==> config.mk <==
export PLATFORM = sky130hd
export DESIGN_NAME = control_sequencer_flat
export DESIGN_NICKNAME = d
export VERILOG_FILES = /design/src/rtl/control_sequencer_if.sv /design/src/rtl/control_sequencer.sv /design/src/flat_wrapper.sv
export SDC_FILE = /design/constraint.sdc
export NUM_CORES = 1
export LEC_CHECK = 0
export BUFFER_PORTS_ARGS = -buffer_cell sky130_fd_sc_hd__buf_2
export CAP_MARGIN = 20
export CELL_PAD_IN_SITES_DETAIL_PLACEMENT = 1
export CELL_PAD_IN_SITES_GLOBAL_PLACEMENT = 1
export CORE_ASPECT_RATIO = 1.2
export CORE_MARGIN = 2
export CORE_UTILIZATION = 30
export CTS_CLUSTER_DIAMETER = 200
export DETAILED_ROUTE_END_ITERATION = 10
export PLACE_DENSITY_LB_ADDON = 0.1
export SYNTH_ARGS = -nofsm -noshare
export SYNTH_HDL_FRONTEND = slang
export SYNTH_SLANG_ARGS = --single-unit
==> constraint.sdc <==
create_clock -name clk -period 2.7 [get_ports clk]
set_input_delay 0.54 -clock clk [delete_from_list [all_inputs] [get_ports clk]]
set_output_delay 0.54 -clock clk [all_outputs]
set_load 0.03 [all_outputs]
==> src/rtl/control_sequencer_if.sv <==
// Control bundle between the sequencer and the datapath/memory it steers.
// The master modport is the sequencer side; the slave modport is the datapath side.
interface control_sequencer_if #(
    parameter int OFF_W    = 4,
    parameter int ALU_OP_W = 3
) ();
    logic [OFF_W+3:0]    instr;
    logic                zf;
    logic                mem_ready;
    logic [2:0]          state;
    logic                pc_we;
    logic                pc_jmp_sel;
    logic [OFF_W-1:0]    pc_offset;
    logic [OFF_W-1:0]    addr_offset;
    logic                addr_sel;
    logic                mem_sel;
    logic                mem_we;
    logic                mem_req;
    logic [ALU_OP_W-1:0] alu_opcode;
    logic                alu_we;
    logic                zf_we;
    logic                ir_we;
    logic                a_we;
    logic                a_sel;
    logic                b_we;
    logic                halt;
    logic                fault;

    modport master (
        input  instr, zf, mem_ready,
        output state, pc_we, pc_jmp_sel, pc_offset, addr_offset, addr_sel, mem_sel,
               mem_we, mem_req, alu_opcode, alu_we, zf_we, ir_we, a_we, a_sel, b_we,
               halt, fault
    );

    modport slave (
        output instr, zf, mem_ready,
        input  state, pc_we, pc_jmp_sel, pc_offset, addr_offset, addr_sel, mem_sel,
               mem_we, mem_req, alu_opcode, alu_we, zf_we, ir_we, a_we, a_sel, b_we,
               halt, fault
    );
endinterface

==> src/rtl/control_sequencer.sv <==
// Multi-cycle CPU control sequencer: FETCH/DECODE/EXECUTE/MEMORY/WRITEBACK/IDLE/HALT
// with a memory wait watchdog that halts with a fault on timeout.
module control_sequencer #(
    parameter int OFF_W    = 4,
    parameter int WAIT_MAX = 15,
    parameter int ALU_OP_W = 3
) (
    input logic                 clk,
    input logic                 reset,
    control_sequencer_if.master bus
);
    localparam int INSTR_W = OFF_W + 4;
    localparam int CNT_W   = (WAIT_MAX < 1) ? 1 : $clog2(WAIT_MAX + 1);

    typedef enum logic [2:0] {
        FETCH      = 3'b000,
        DECODE     = 3'b001,
        EXECUTE    = 3'b010,
        MEMORY     = 3'b011,
        WRITEBACK  = 3'b100,
        HALT_STATE = 3'b101,
        IDLE       = 3'b110
    } state_t;

    typedef enum logic [2:0] {
        OP_NOP   = 3'b000,
        OP_ADD   = 3'b001,
        OP_SUB   = 3'b010,
        OP_LOAD  = 3'b011,
        OP_STORE = 3'b100,
        OP_JMP   = 3'b101,
        OP_JZ    = 3'b110,
        OP_HALT  = 3'b111
    } opcode_t;

    state_t           state_q, state_d;
    logic [CNT_W-1:0] wait_cnt;
    logic             fault_q, fault_d;

    logic [2:0]       opcode_bits;
    opcode_t          opcode;
    logic             reg_sel;
    logic [OFF_W-1:0] offset;
    logic             wait_hit;
    logic             waiting;

    assign opcode_bits = bus.instr[INSTR_W-1 -: 3];
    assign opcode      = opcode_t'(opcode_bits);
    assign reg_sel     = bus.instr[OFF_W];
    assign offset      = bus.instr[OFF_W-1:0];
    assign wait_hit    = (wait_cnt == CNT_W'(WAIT_MAX));
    // Remaining in FETCH/MEMORY only ever happens while mem_ready is low.
    assign waiting     = (state_d == state_q) && ((state_q == FETCH) || (state_q == MEMORY));

    // NOTE: sequential state uses non-blocking assignments so every register
    // samples the pre-edge values, independent of statement order.
    always_ff @(posedge clk) begin
        if (reset) begin
            state_q  <= FETCH;
            wait_cnt <= '0;
            fault_q  <= 1'b0;
        end else begin
            state_q  <= state_d;
            fault_q  <= fault_d;
            wait_cnt <= waiting ? wait_cnt + 1'b1 : '0;
        end
    end

    // NOTE: every output and next-state signal gets a default first, so no
    // path through the case statement can infer a latch.
    always_comb begin
        state_d         = state_q;
        fault_d         = fault_q;
        bus.pc_we       = 1'b0;
        bus.pc_jmp_sel  = 1'b0;
        bus.pc_offset   = '0;
        bus.addr_offset = '0;
        bus.addr_sel    = 1'b0;
        bus.mem_sel     = 1'b0;
        bus.mem_we      = 1'b0;
        bus.mem_req     = 1'b0;
        bus.alu_opcode  = '0;
        bus.alu_we      = 1'b0;
        bus.zf_we       = 1'b0;
        bus.ir_we       = 1'b0;
        bus.a_we        = 1'b0;
        bus.a_sel       = 1'b0;
        bus.b_we        = 1'b0;
        bus.halt        = 1'b0;

        case (state_q)
            FETCH: begin
                bus.mem_req = 1'b1;
                bus.ir_we   = bus.mem_ready;
                if (bus.mem_ready) begin
                    bus.pc_we = 1'b1;
                    state_d   = DECODE;
                end else if (wait_hit) begin
                    state_d = HALT_STATE;
                    fault_d = 1'b1;
                end
            end
            DECODE: state_d = EXECUTE;
            EXECUTE: begin
                case (opcode)
                    OP_ADD, OP_SUB: begin
                        bus.alu_opcode = ALU_OP_W'(opcode_bits);
                        bus.alu_we     = 1'b1;
                        bus.zf_we      = 1'b1;
                        state_d        = WRITEBACK;
                    end
                    OP_LOAD, OP_STORE: state_d = MEMORY;
                    OP_JMP: begin
                        bus.pc_we      = 1'b1;
                        bus.pc_jmp_sel = 1'b1;
                        bus.pc_offset  = offset;
                        state_d        = IDLE;
                    end
                    OP_JZ: begin
                        bus.pc_we      = bus.zf;
                        bus.pc_jmp_sel = bus.zf;
                        bus.pc_offset  = bus.zf ? offset : '0;
                        state_d        = IDLE;
                    end
                    OP_HALT: state_d = HALT_STATE;
                    default: state_d = IDLE;
                endcase
            end
            MEMORY: begin
                bus.addr_sel    = 1'b1;
                bus.addr_offset = offset;
                bus.mem_req     = 1'b1;
                if (opcode == OP_STORE) begin
                    // A reset cycle must never let an interrupted store write.
                    bus.mem_we  = ~reset;
                    bus.mem_sel = reg_sel;
                end
                if (bus.mem_ready) begin
                    state_d = (opcode == OP_LOAD) ? WRITEBACK : IDLE;
                end else if (wait_hit) begin
                    state_d = HALT_STATE;
                    fault_d = 1'b1;
                end
            end
            WRITEBACK: begin
                if (opcode == OP_LOAD) begin
                    bus.a_we = ~reg_sel;
                    bus.b_we = reg_sel;
                end else if ((opcode == OP_ADD) || (opcode == OP_SUB)) begin
                    bus.a_we  = 1'b1;
                    bus.a_sel = 1'b1;
                end
                state_d = IDLE;
            end
            IDLE:       state_d = FETCH;
            HALT_STATE: bus.halt = 1'b1;
            default:    state_d = FETCH;
        endcase
    end

    assign bus.state = state_q;
    assign bus.fault = fault_q;
endmodule

==> src/flat_wrapper.sv <==
// flat-port wrapper written by rule: the top's interface ports become plain ports
module control_sequencer_flat 
#(
    parameter int OFF_W    = 4,
    parameter int WAIT_MAX = 15,
    parameter int ALU_OP_W = 3
)
  (clk, reset, bus_instr, bus_zf, bus_mem_ready, bus_state, bus_pc_we, bus_pc_jmp_sel, bus_pc_offset, bus_addr_offset, bus_addr_sel, bus_mem_sel, bus_mem_we, bus_mem_req, bus_alu_opcode, bus_alu_we, bus_zf_we, bus_ir_we, bus_a_we, bus_a_sel, bus_b_we, bus_halt, bus_fault);
  control_sequencer_if #(.OFF_W(OFF_W), .ALU_OP_W(ALU_OP_W)) bus_i ();
  input logic clk;
  input logic reset;
  input wire logic [$bits(bus_i.instr)-1:0] bus_instr;
  input wire logic [$bits(bus_i.zf)-1:0] bus_zf;
  input wire logic [$bits(bus_i.mem_ready)-1:0] bus_mem_ready;
  output wire logic [$bits(bus_i.state)-1:0] bus_state;
  output wire logic [$bits(bus_i.pc_we)-1:0] bus_pc_we;
  output wire logic [$bits(bus_i.pc_jmp_sel)-1:0] bus_pc_jmp_sel;
  output wire logic [$bits(bus_i.pc_offset)-1:0] bus_pc_offset;
  output wire logic [$bits(bus_i.addr_offset)-1:0] bus_addr_offset;
  output wire logic [$bits(bus_i.addr_sel)-1:0] bus_addr_sel;
  output wire logic [$bits(bus_i.mem_sel)-1:0] bus_mem_sel;
  output wire logic [$bits(bus_i.mem_we)-1:0] bus_mem_we;
  output wire logic [$bits(bus_i.mem_req)-1:0] bus_mem_req;
  output wire logic [$bits(bus_i.alu_opcode)-1:0] bus_alu_opcode;
  output wire logic [$bits(bus_i.alu_we)-1:0] bus_alu_we;
  output wire logic [$bits(bus_i.zf_we)-1:0] bus_zf_we;
  output wire logic [$bits(bus_i.ir_we)-1:0] bus_ir_we;
  output wire logic [$bits(bus_i.a_we)-1:0] bus_a_we;
  output wire logic [$bits(bus_i.a_sel)-1:0] bus_a_sel;
  output wire logic [$bits(bus_i.b_we)-1:0] bus_b_we;
  output wire logic [$bits(bus_i.halt)-1:0] bus_halt;
  output wire logic [$bits(bus_i.fault)-1:0] bus_fault;
  assign bus_i.instr = bus_instr;
  assign bus_i.zf = bus_zf;
  assign bus_i.mem_ready = bus_mem_ready;
  assign bus_state = bus_i.state;
  assign bus_pc_we = bus_i.pc_we;
  assign bus_pc_jmp_sel = bus_i.pc_jmp_sel;
  assign bus_pc_offset = bus_i.pc_offset;
  assign bus_addr_offset = bus_i.addr_offset;
  assign bus_addr_sel = bus_i.addr_sel;
  assign bus_mem_sel = bus_i.mem_sel;
  assign bus_mem_we = bus_i.mem_we;
  assign bus_mem_req = bus_i.mem_req;
  assign bus_alu_opcode = bus_i.alu_opcode;
  assign bus_alu_we = bus_i.alu_we;
  assign bus_zf_we = bus_i.zf_we;
  assign bus_ir_we = bus_i.ir_we;
  assign bus_a_we = bus_i.a_we;
  assign bus_a_sel = bus_i.a_sel;
  assign bus_b_we = bus_i.b_we;
  assign bus_halt = bus_i.halt;
  assign bus_fault = bus_i.fault;
  control_sequencer #(.OFF_W(OFF_W), .WAIT_MAX(WAIT_MAX), .ALU_OP_W(ALU_OP_W)) u_core (.clk(clk), .reset(reset), .bus(bus_i));
endmodule
After elaboration in Yosys (flattened, before gate mapping) --
Cells that the tools add are included.
Storage, ports and cells: flip-flop bits (word level) 8, bits of input ports 12, output and inout port bits 28, logic and storage cells 64
Operators by class: add/subtract/negate cells 1, equal/unequal tests 14, mux-type cells 33, bitwise gates (word level) 4, reduce and logical (&&, ||, !) cells 9
Operator list (number):
- $mux W1 | 19
- $eq A3 B3 Y1 const B | 6
- $pmux W3 S6 | 1
- $mux W3 | 5
- $eq A3 B2 Y1 const B | 4
- $mux W4 | 3
- $pmux W3 S3 | 1
- $pmux W4 S2 | 1
- $reduce_or A2 Y1 | 4
- $eq A3 B1 Y1 const B | 2
- $add A4 B1 Y4 const B | 1
- $eq A4 B4 Y1 const B | 1
- $not A1 Y1 | 4
- $pmux W1 S2 | 2
- $eq A3 B3 Y1 | 1
- $logic_not A3 Y1 | 1
- $reduce_and A3 Y1 | 1
- $logic_or A1 B1 Y1 | 2
- $mux W2 | 1
- $logic_and A1 B1 Y1 | 1

Depth between registers and ports, before layout --
depth in word-level cells 8, mapped depth 5, gate-level depth less buffers 4

Worst setup path before layout --
Ideal clock, no wire load.
kind reg-to-output, start point register u_core.state_q[0], in the netlist u_core.bus.state[0], end point output bus_mem_we, data arrival time 1.645 ns, required time 2.160 ns, setup slack 0.515 ns, cell stages (with the launch flop) 6, path buffers 2, cell sequence dfxtp_1 -> buf_4 -> and3b_1 -> buf_2 -> nand2_1 -> nor2_1
On the way: word-level cells in the longest chain between the ends 2
RTL lines:
- start: declaration | line control_sequencer.sv:36 | state_t state_q, state_d;
- start signal: assignment | line control_sequencer.sv:63 | state_q <= state_d;
- $eq A3 B2 Y1 | line control_sequencer.sv:91 | case (state_q)
- $mux W1 | line control_sequencer.sv:91
- end: declaration | line flat_wrapper.sv:22 | output wire logic [$bits(bus_i.mem_we)-1:0] bus_mem_we;
Every way passes these cells.

Final worst setup path --
start point register u_core.state_q[0], in the netlist u_core.bus.state[0], end point output bus_pc_we
On the way: word-level cells in the longest chain between the ends 2, elaborated cells between the ends (all ways) 3, those cells by class 1 x eq/ne; 1 x mux; 1 x reduce/logical
RTL lines:
- $eq A3 B2 Y1 or $logic_not A3 Y1 (tied branches) | line control_sequencer.sv:91
- $pmux W1 S2 (*) | line control_sequencer.sv:91
- end: declaration | line flat_wrapper.sv:16 | output wire logic [$bits(bus_i.pc_we)-1:0] bus_pc_we;
Mark *: on every way between the ends. The rest lies on a longest branch, timed or not.

==> results.json <==
{
  "p_leak_uw": 0.000515,
  "ys_ff_latch": 8,
  "clock_sinks": 8,
  "yosys.cell_types.count": 38,
  "track_usage_pct": 14.4,
  "syn_avg_cell_area_um2": 8.15,
  "insertion_delay_ns": 0.26,
  "required_ns": 2.16,
  "worstHoldPathType": "reg2reg",
  "final_cell_mix": "buf_2, nor2_1, and2_1",
  "place_congestion": 0.677,
  "worst_path_max_delay_cell": "dfxtp_1",
  "cts_tree": "yes",
  "area_growth_pct": 27.1,
  "cp_cell_sequence": "nor2_1 > and3_1 > or2_1 > buf_2",
  "path_clk_slew_ns": 0.06,
  "crit_buf_inv": 1,
  "fin_nets": 138,
  "hold_start": "u_core.bus.fault$_SDFFE_PP0P_",
  "htreeDepth": 1,
  "r2r_setup_slack_ns": 1.27,
  "grt_overflow": 0,
  "hold_depth": 2,
  "rsz0062_at_grt": "no",
  "synth_nets": 102,
  "fmax_mhz": 459,
  "netlist_instances": 89,
  "cts_root_buf": "clkbuf_4",
  "row_count": 19,
  "fin_cells": 154,
  "post_drt_wl_per_cell_um": 12.3,
  "grt_pass1_vias": 746,
  "post_cts_buffers": 0,
  "dp_cells": 151,
  "die-area_um2": 2830,
  "path_delay_family": "flip-flops",
  "cp_max_fo": 13,
  "num_vias": 758,
  "post_cts_resized": 0,
  "dr.pass1.iters": 2,
  "arrival_ns": 1.64,
  "setup.worst_path.start_class": "flop",
  "antenna_found_initial": 0,
  "drt_iter0_markers": 10,
  "setup_tns_ns": 0,
  "dp.final_hpwl_um": 1530,
  "vdd_drop_max_v": 0.000324,
  "ant_nets": 0,
  "finalCritPeriodShare_pct": 80.6,
  "ioPinCount": 40,
  "holdWs_ns": 0.453,
  "setup_viol": 0,
  "dpl_cell_area_um2": 900,
  "routed_wl_um": 1900,
  "die-height_um": 57.9,
  "worstReg2RegEnd": "u_core.bus.fault$_SDFFE_PP0P_",
  "initial_core_util_pct": 31.8,
  "layout_commonest_cell": "buf_2",
  "finClkSkew_ns": 0.00541,
  "period_needed_ns": 2.18,
  "ys_seq_area_share_pct": 22.1,
  "core_region_area_um2": 2280,
  "critPathKind": "reg2out",
  "numCtsBuffers": 3,
  "nFillCells": 313,
  "avgViaCountPerCell": 4.92,
  "power_density_nw_per_um2": 703,
  "drv_cap": 0,
  "ctsHoldBuffers": 0,
  "critPathMaxStageDelay_ns": 0.63,
  "syn_area_um2": 726,
  "slew_violations": 0,
  "io_buffers": 38,
  "die-width_um": 48.9,
  "drive_above_1_share_pct": 39.0,
  "route.detailed.drc": 0,
  "hold_path_end": "u_core.bus.fault$_SDFFE_PP0P_",
  "grt_pass1_wl_um": 3170,
  "rr_startpoint": "u_core.bus.state[0]$_SDFF_PP0_",
  "diodes": 0,
  "fin_area_um2": 922,
  "grt_max_degree": 14,
  "rr_worst_depth": 3,
  "clockBufferDepth": 2,
  "ys_warn_count": 0,
  "endpoint_kind": "primary output",
  "hold_viol": 0,
  "outcome": "finished, final reports clean"
}
[metrics by stage]
step	power, µW	worst slack, ns	util [%]
2_1_floorplan	469	0.515	-
3_3_place_gp	554	0.586	39.4
3_5_place_dp	559	0.548	39.4
4_1_cts	658	0.500	40.4
5_1_grt	693	0.389	40.4
6_report	648	0.523	40.4
[registers in the layout (all words and copies together), names as in the netlist]
name / count
u_core.bus.fault: 1
u_core.bus.state: 3
u_core.wait_cnt: 4
[cell type report]
cell class	instances	area [µm²]	area share, %
Timing Repair Buffer	39	198	21.4
Inverter	4	15.0	1.63
Clock buffer	3	22.5	2.44
Multi-Input combinational cell	69	488	52.9
Tap cell	31	38.8	4.21
Sequential cell	8	160	17.4
[power breakdown]
part	switching, µW	total (µW)	internal, µW	leakage (µW)
Sequential	44.3	183	139	0.0000652
Clock	44.9	96.0	51.2	0.0000138
Combinational	239	369	130	0.000436
Total	329	648	320	0.000515
[cells in the mapped netlist]
master	count	area, µm²
a21o_1	2	15.0
a21oi_1	1	5.00
nor2_1	11	41.3
nand4_1	1	6.26
nand4bb_1	1	11.3
buf_4	4	30.0
o311ai_1	2	17.5
nand4b_1	1	8.76
inv_1	4	15.0
and2b_1	1	7.51
or3_1	1	6.26
nor4b_1	1	8.76
o21ai_1	1	5.00
buf_2	2	10.0
conb_1	1	3.75
nand4b_4	1	23.8
nor3b_4	1	18.8
ha_1	1	12.5
o211a_4	1	17.5
or2_1	1	6.26
nor2_2	1	6.26
o21ai_0	1	5.00
o211ai_1	1	7.51
nor2b_1	2	12.5
xor2_1	2	17.5
and3b_1	3	26.3
nand3_1	4	20.0
nor3b_2	1	12.5
nand3b_1	1	7.51
a31o_2	1	8.76
buf_6	2	22.5
and2_1	9	56.3
dfxtp_1	8	160
and3_1	5	31.3
o2111ai_1	2	17.5
xnor2_1	3	26.3
nand2_1	3	11.3
a31oi_1	1	6.26
[routing by layer]
metal	wire length, µm	global-route usage [%]
met5	0	0
met4	46	11.0
met3	109	1.80
met2	894	25.6
met1	848	15.5
[worst reg2reg max path, cell delays in order, from the launching register on]
cell     delay, ns
dfxtp_1       0.63
xor2_1        0.21
or3_1         0.39
a21oi_1       0.14
[worst max-delay path by stage]
| stage | from | depth (start not counted) | slack [ns] | to |
|---|---|---|---|---|
| 5_1_grt | u_core.bus.state[0]$_SDFF_PP0_ | 4 | 0.39 | bus_mem_we |
| 3_3_place_gp | bus_instr[6] | 5 | 0.59 | bus_pc_we |
| 4_1_cts | u_core.bus.state[0]$_SDFF_PP0_ | 4 | 0.50 | bus_pc_we |
| 6_report | u_core.bus.state[0]$_SDFF_PP0_ | 4 | 0.52 | bus_pc_we |
| 3_5_place_dp | bus_instr[6] | 5 | 0.55 | bus_pc_we |
| 2_1_floorplan | u_core.bus.state[0]$_SDFF_PP0_ | 5 | 0.51 | bus_mem_we |
[kinds of logic (layout without fill, tap and decap cells)]
family / after synthesis / in the layout / synth area share [%]
compound gates: 13 / 13 / 14.5
xor+xnor: 5 / 5 / 6.04
fa+ha+maj: 1 / 1 / 1.72
buf+inv: 12 / 46 / 10.7
flops: 8 / 8 / 22.1
other cells: 1 / 1 / 0.517
simple gates: 49 / 49 / 44.5
Power figures use the tool's default switching activity.
